`src/rtl/axi_apb_req_arb.sv`:
```
// AW/AR request arbiter feeding the shared request FIFO through a one-entry staging register; accept->fifo_wr is 1 cycle, one command/cycle.
// Readies drop while staging cannot free or MAX_OUTST are pending. Define WR_PRIO_EN for fixed AW priority instead of round-robin.
module axi_apb_req_arb #(
    parameter int ADDR_WIDTH = 32,
    parameter int ID_WIDTH   = 4,
    parameter int LEN_WIDTH  = 8,
    parameter int MAX_OUTST  = 8,
    parameter int CNT_WIDTH  = 4,
    parameter int CMD_WIDTH  = 1 + ID_WIDTH + ADDR_WIDTH + LEN_WIDTH
) (
    input  logic                  wclk,
    input  logic                  rst_n,

    input  logic                  awvalid,
    output logic                  awready,
    input  logic [ID_WIDTH-1:0]   awid,
    input  logic [ADDR_WIDTH-1:0] awaddr,
    input  logic [LEN_WIDTH-1:0]  awlen,

    input  logic                  arvalid,
    output logic                  arready,
    input  logic [ID_WIDTH-1:0]   arid,
    input  logic [ADDR_WIDTH-1:0] araddr,
    input  logic [LEN_WIDTH-1:0]  arlen,

    input  logic                  fifo_full,
    output logic                  fifo_wr,
    output logic [CMD_WIDTH-1:0]  fifo_wdata,

    input  logic                  txn_done,
    output logic [CNT_WIDTH-1:0]  outst_cnt,
    output logic                  busy
);

    typedef struct packed {
        logic                  is_wr;
        logic [ID_WIDTH-1:0]   id;
        logic [ADDR_WIDTH-1:0] addr;
        logic [LEN_WIDTH-1:0]  len;
    } cmd_t;

    typedef enum logic {
        ST_EMPTY = 1'b0,
        ST_HOLD  = 1'b1
    } state_t;

    localparam logic [CNT_WIDTH-1:0] LP_MAX_OUTST = CNT_WIDTH'(MAX_OUTST);

    state_t               r_state;
    state_t               w_state_nxt;
    cmd_t                 r_hold_data;
    logic [CNT_WIDTH-1:0] r_outst_cnt;

    logic w_hold_vld;
    logic w_push;
    logic w_can_acc;
    logic w_gnt_aw;
    logic w_gnt_ar;
    logic w_acc_aw;
    logic w_acc_ar;
    logic w_acc;
    logic w_dec;

    // ---------------- FSM: state register ----------------
    always_ff @(posedge wclk or negedge rst_n) begin
        if (!rst_n) begin
            r_state <= ST_EMPTY;
        end else begin
            r_state <= w_state_nxt;
        end
    end

    // ---------------- FSM: next state ----------------
    always_comb begin
        w_state_nxt = r_state;
        case (r_state)
            ST_EMPTY: if (w_acc)            w_state_nxt = ST_HOLD;
            ST_HOLD:  if (w_push && !w_acc) w_state_nxt = ST_EMPTY;
            default:                        w_state_nxt = ST_EMPTY;
        endcase
    end

    // ---------------- FSM: outputs ----------------
    always_comb begin
        w_hold_vld = (r_state == ST_HOLD);
        w_push     = w_hold_vld & ~fifo_full;
        // The staging slot may be refilled in the same cycle it drains.
        w_can_acc  = (~w_hold_vld | w_push) & (r_outst_cnt < LP_MAX_OUTST);
        awready    = w_can_acc & w_gnt_aw;
        arready    = w_can_acc & w_gnt_ar;
        w_acc_aw   = awvalid & awready;
        w_acc_ar   = arvalid & arready;
        w_acc      = w_acc_aw | w_acc_ar;
        fifo_wr    = w_push;
        fifo_wdata = r_hold_data;
        busy       = w_hold_vld | (r_outst_cnt != '0);
        outst_cnt  = r_outst_cnt;
    end

`ifdef WR_PRIO_EN
    always_comb begin
        w_gnt_aw = awvalid;
        w_gnt_ar = arvalid & ~awvalid;
    end
`else
    logic r_last_gnt_wr;

    // Ties go to the channel not served last; reset state favours AW.
    always_comb begin
        w_gnt_aw = 1'b0;
        w_gnt_ar = 1'b0;
        if (awvalid && arvalid) begin
            w_gnt_aw = ~r_last_gnt_wr;
            w_gnt_ar = r_last_gnt_wr;
        end else begin
            w_gnt_aw = awvalid;
            w_gnt_ar = arvalid;
        end
    end

    always_ff @(posedge wclk or negedge rst_n) begin
        if (!rst_n) begin
            r_last_gnt_wr <= 1'b0;
        end else if (w_acc) begin
            r_last_gnt_wr <= w_acc_aw;
        end
    end
`endif

    always_ff @(posedge wclk or negedge rst_n) begin
        if (!rst_n) begin
            r_hold_data <= '0;
        end else if (w_acc_aw) begin
            r_hold_data <= '{is_wr: 1'b1, id: awid, addr: awaddr, len: awlen};
        end else if (w_acc_ar) begin
            r_hold_data <= '{is_wr: 1'b0, id: arid, addr: araddr, len: arlen};
        end
    end

    // Stray retire pulses at zero are dropped rather than wrapping.
    assign w_dec = txn_done & (r_outst_cnt != '0);

    always_ff @(posedge wclk or negedge rst_n) begin
        if (!rst_n) begin
            r_outst_cnt <= '0;
        end else begin
            case ({w_acc, w_dec})
                2'b10:   r_outst_cnt <= r_outst_cnt + 1'b1;
                2'b01:   r_outst_cnt <= r_outst_cnt - 1'b1;
                default: r_outst_cnt <= r_outst_cnt;
            endcase
        end
    end

    a_one_ready: assert property (@(posedge wclk) disable iff (!rst_n)
        !(awready && arready));
    a_cnt_limit: assert property (@(posedge wclk) disable iff (!rst_n)
        r_outst_cnt <= LP_MAX_OUTST);
    a_full_stable: assert property (@(posedge wclk) disable iff (!rst_n)
        (w_hold_vld && fifo_full && !w_acc) |=> $stable(r_hold_data));

endmodule

```
`config.mk`:
```
export PLATFORM = sky130hd
export DESIGN_NAME = axi_apb_req_arb
export DESIGN_NICKNAME = d
export VERILOG_FILES = /design/src/rtl/axi_apb_req_arb.sv
export SDC_FILE = /design/constraint.sdc
export NUM_CORES = 1
export LEC_CHECK = 0
export ABC_AREA = 1
export BUFFER_PORTS_ARGS = -buffer_cell sky130_fd_sc_hd__buf_2
export CAP_MARGIN = 10
export CORE_ASPECT_RATIO = 0.6
export CORE_UTILIZATION = 48
export CTS_BUF_LIST = sky130_fd_sc_hd__clkbuf_2 sky130_fd_sc_hd__clkbuf_4 sky130_fd_sc_hd__clkbuf_8
export DETAILED_ROUTE_END_ITERATION = 10
export HOLD_SLACK_MARGIN = 0.03
export PLACE_DENSITY = 0.92
export REMOVE_ABC_BUFFERS = 1
export SYNTH_ARGS = -nofsm -noshare
export SYNTH_HDL_FRONTEND = slang
export SYNTH_SLANG_ARGS = --single-unit
```
`constraint.sdc`:
```
create_clock -name wclk -period 5.1 [get_ports wclk]
set_clock_uncertainty 0.05 [all_clocks]
set_input_delay 1.275 -clock wclk [delete_from_list [all_inputs] [get_ports wclk]]
set_output_delay 1.275 -clock wclk [all_outputs]
set_load 0.005 [all_outputs]
```
==> impl_summary.log <==
[metrics] detailed-route via count: 2408
[metrics] start point of the critical path: fifo_full
[metrics] capturing element type of the critical path: primary output
[metrics] leakage dissipation: roughly 0.0018 uW
[metrics] number of rows created at floorplan: 19
[metrics] async set or reset register ratio after synthesis: 100.0%
[metrics] Yosys top cell by area: sky130_fd_sc_hd__dfrtp_1
[metrics] number of global-route vias before repair: 2224
[metrics] VDD IR max: 0.3373 mV
[metrics] WP data required: 3.77 ns
[metrics] proportion of power drawn by the clock network: 15.7%
[metrics] unrepaired setup endpoints after global routing: false
[metrics] Worst EP arrival: 2.29 ns
[metrics] instance count of the mapped netlist: 288
[metrics] Initial Utilization: 50.90%
[metrics] Max transition margin: 29.77%
[metrics] logic depth of the worst register-to-register path: 11
[metrics] number of enable-type register cells in the synthesized netlist: 0
[metrics] Simple-Gate Fraction of Synth Area: 35.84%
[metrics] clock network latency to the later pin of the worst-skew pair: 0.30 ns
[metrics] average size of a mapped cell: 8.194 um^2
[metrics] combinational family with the most area after synthesis: simple AND/OR/NAND/NOR gates
[metrics] Reg2Reg Launch Point: outst_cnt[3]$_DFFE_PN0P_
[metrics] number of distinct library cells after synthesis: 23
[metrics] top cells by area, synth: sky130_fd_sc_hd__dfrtp_1 53%, sky130_fd_sc_hd__nand2_1 23%, sky130_fd_sc_hd__nand3_1 10%
[metrics] initial antenna violation count: 0
[metrics] multi-input gate area in the final layout: 958.4 um^2
[metrics] die outline width: slightly above 90 um
[metrics] hold buffer count at cts: 0
[metrics] critical hold path startpoint: fifo_wdata[38]$_DFFE_PN0P_
[metrics] cell with the most instances after synthesis: sky130_fd_sc_hd__nand2_1
[metrics] number of nets in the layout: 524
[metrics] count of instances resized after the clock tree is built: 0
[metrics] Setup Total Neg Slack: 0 ns
[metrics] synthesized-area fraction occupied by xor and xnor cells: 0.7423%
[metrics] gr ovfl total: 0
[metrics] Clock Pin Slew Worst Setup and Hold Paths: 0.08 ns
[metrics] HP Class: reg2reg
[metrics] share of total power in sequential cells: 40.9%
[metrics] area of the placeable core: 4636 um^2
[metrics] Net Switching: between 600 and 700 uW
[metrics] number of sinks handled by clock tree synthesis: 50
[metrics] register-to-register setup slack: 2.34 ns
[metrics] # fillers: 390
[metrics] number of instances on the worst hold path: 2
[metrics] sequential standard cell area: 1251 um^2
[metrics] Min Clock Period, post-route: 3.612 ns
[metrics] share of power burned in combinational logic: 43.3%
[metrics] clock tree root buffer cell: sky130_fd_sc_hd__clkbuf_8
[metrics] number of pins with negative max-slew slack in the final report: 0
[metrics] number of primary I/O pins: 147
[metrics] post-CTS setup buffer count: 0
[metrics] sequential element share of the synthesized area: 53.02%
[metrics] gpl congestion: roughly 0.75
[metrics] status: complete, no violations
[metrics] HPWL reported at the end of detailed placement: 4206 um
[metrics] Worst Path Class, Setup: in2out
[metrics] number of routed nets with antenna violations: 0
[metrics] clock tree buffer depth: 2
[metrics] Final Hold Vio Count: 0
[metrics] initial drt markers: 100
[metrics] die area: 5210 um^2
[metrics] average vias per placed instance: 4.914
[metrics] number of endpoints failing setup at the final stage: 0
[metrics] pin count of the biggest net entering global routing: 51
[metrics] netlist area before placement: 2360 um^2
[metrics] complex-gate fraction of the synthesized area: 2.439%
[metrics] deepest level of the CTS H-tree: 2
[metrics] share of cell area taken by muxes after synthesis: 0%
[metrics] kind of start point of the critical path: input port
[metrics] Tot GR Track Use: 23.50%
[metrics] number of port buffers: about 150
[metrics] post-detailed-route wirelength per cell: roughly 12 um
[metrics] Worst Tran Pin Value: 1.053 ns
[metrics] synthesis-stage register bit count: 50
[metrics] max-capacitance violation count: 0
[metrics] P&R area growth vs syn: 34.25%
[metrics] fraction of power spent switching nets: 38.18%
[metrics] count of inserted antenna diode cells: 0
[metrics] clock tree from TritonCTS: built
[metrics] highest fanout seen on the critical path: 47
[metrics] top cells by instance count after synthesis: 145 x sky130_fd_sc_hd__nand2_1, 50 x sky130_fd_sc_hd__dfrtp_1, 47 x sky130_fd_sc_hd__nand3_1
[metrics] warnings from Yosys: 0
[metrics] synthesized-area fraction occupied by adder cells: 1.591%
[metrics] minimum hold slack: 0.4363 ns
[metrics] router iterations before antenna repair: 4
[metrics] ratio of final minimum period to clock period: 70.82%
[metrics] vertical die dimension: 56.31 um
[metrics] dominant synthesized flop cell: sky130_fd_sc_hd__dfrtp_1
[metrics] proportion of netlist area held by the largest area contributor: 53.02%
[metrics] TritonCTS buffer count: 5
[metrics] fraction of layout cells with a size suffix above 1: 37.94%
[metrics] DRT Wirelength: 5718 um
[metrics] achievable frequency: 0.2769 GHz
[metrics] internal power: 1088 uW
[metrics] power density relative to cell area: between 500 and 600 nW/um^2
[metrics] number of remaining DRC errors: 0
[metrics] global-route wire length before repair: between 9000 and 10000 um
-- critical path, stage by stage --
cell	delay, ns
sky130_fd_sc_hd__buf_2	0.11
sky130_fd_sc_hd__a21oi_2	0.18
sky130_fd_sc_hd__and2_4	0.50
sky130_fd_sc_hd__buf_2	0.21
-- power groups by stage --
stage / Combinational (uW) / Sequential (uW) / Clock (uW)
finish: 763 / 721 / 277
global route: 877 / 742 / 304
CTS: 777 / 719 / 286
detailed placement: 776 / 725 / 0
global placement: 745 / 716 / 0
floorplan: 405 / 735 / 0
-- layout by cell type (no fill, tap or decap) --
cell and instances:
sky130_fd_sc_hd__and2_4 1, sky130_fd_sc_hd__nor4_1 1, sky130_fd_sc_hd__nand3_1 47, sky130_fd_sc_hd__inv_4 1
sky130_fd_sc_hd__nand2_2 1, sky130_fd_sc_hd__xnor2_1 2, sky130_fd_sc_hd__nand2_1 145, sky130_fd_sc_hd__a21boi_2 2
sky130_fd_sc_hd__inv_2 1, sky130_fd_sc_hd__buf_2 146, sky130_fd_sc_hd__dfrtp_1 50, sky130_fd_sc_hd__a21oi_2 1
sky130_fd_sc_hd__nor2_1 5, sky130_fd_sc_hd__bufinv_16 1, sky130_fd_sc_hd__ha_1 3, sky130_fd_sc_hd__a31oi_1 1
sky130_fd_sc_hd__clkbuf_8 6, sky130_fd_sc_hd__or2_2 1, sky130_fd_sc_hd__nor2_8 1, sky130_fd_sc_hd__o21ai_0 2
sky130_fd_sc_hd__inv_1 7, sky130_fd_sc_hd__o21ai_1 1, sky130_fd_sc_hd__a21oi_1 1
-- worst paths after layout --
path                                              end
setup / recovery                              arready
hold / removal             fifo_wdata[38]$_DFFE_PN0P_
setup reg to reg             outst_cnt[2]$_DFFE_PN0P_
hold reg to reg            fifo_wdata[38]$_DFFE_PN0P_
max in group asynchronous    outst_cnt[1]$_DFFE_PN0P_
min in group asynchronous   fifo_wdata[8]$_DFFE_PN0P_
-- metrics by stage --
step | instance area, um^2 | total power [uW] | setup WS, ns | util, % | instances
after CTS | 3168 | 1782 | 1.467 | 68.34 | 490
after global placement | 3055 | 1461 | 1.501 | 65.91 | 483
after global routing | 3168 | 1923 | 1.403 | 68.34 | 490
final | 3168 | 1760 | 1.488 | 68.34 | 490
after detailed placement | 3055 | 1501 | 1.383 | 65.91 | 483
after floorplan | 2246 | 1139 | 1.897 | - | 274
-- registers in the layout, indices dropped and copies added, names as in the netlist --
name	cells
fifo_wdata	44
outst_cnt	4
r_last_gnt_wr	1
r_state	1
-- cells by family after synthesis --
kind of cell    after synthesis
fa+ha+maj                     3
xor+xnor                      2
buf+inv                      23
simple gates                202
flops                        50
compound gates                8
-- area by class of cell --
cell class                      instances  share of cell area, %
Clock inverter                          1                 0.9479
Clock buffer                            6                  2.607
Multi-Input combinational cell        215                  30.25
Sequential cell                        50                  39.49
Tap cell                               63                  2.488
Inverter                                9                  1.145
Timing Repair Buffer                  146                  23.06
-- routing by layer --
| layer | GRT usage [%] | vias to the layer above | routed length, um |
|---|---|---|---|
| li1 | - | 1187 | - |
| met1 | 28.93 | 1092 | 2485 |
| met2 | 40.95 | 119 | 2656 |
| met3 | 4.878 | 10 | 482 |
| met4 | 8.929 | 0 | 93 |
| met5 | 0 | - | 0 |
No activity file was read; power rests on OpenSTA's default activity.
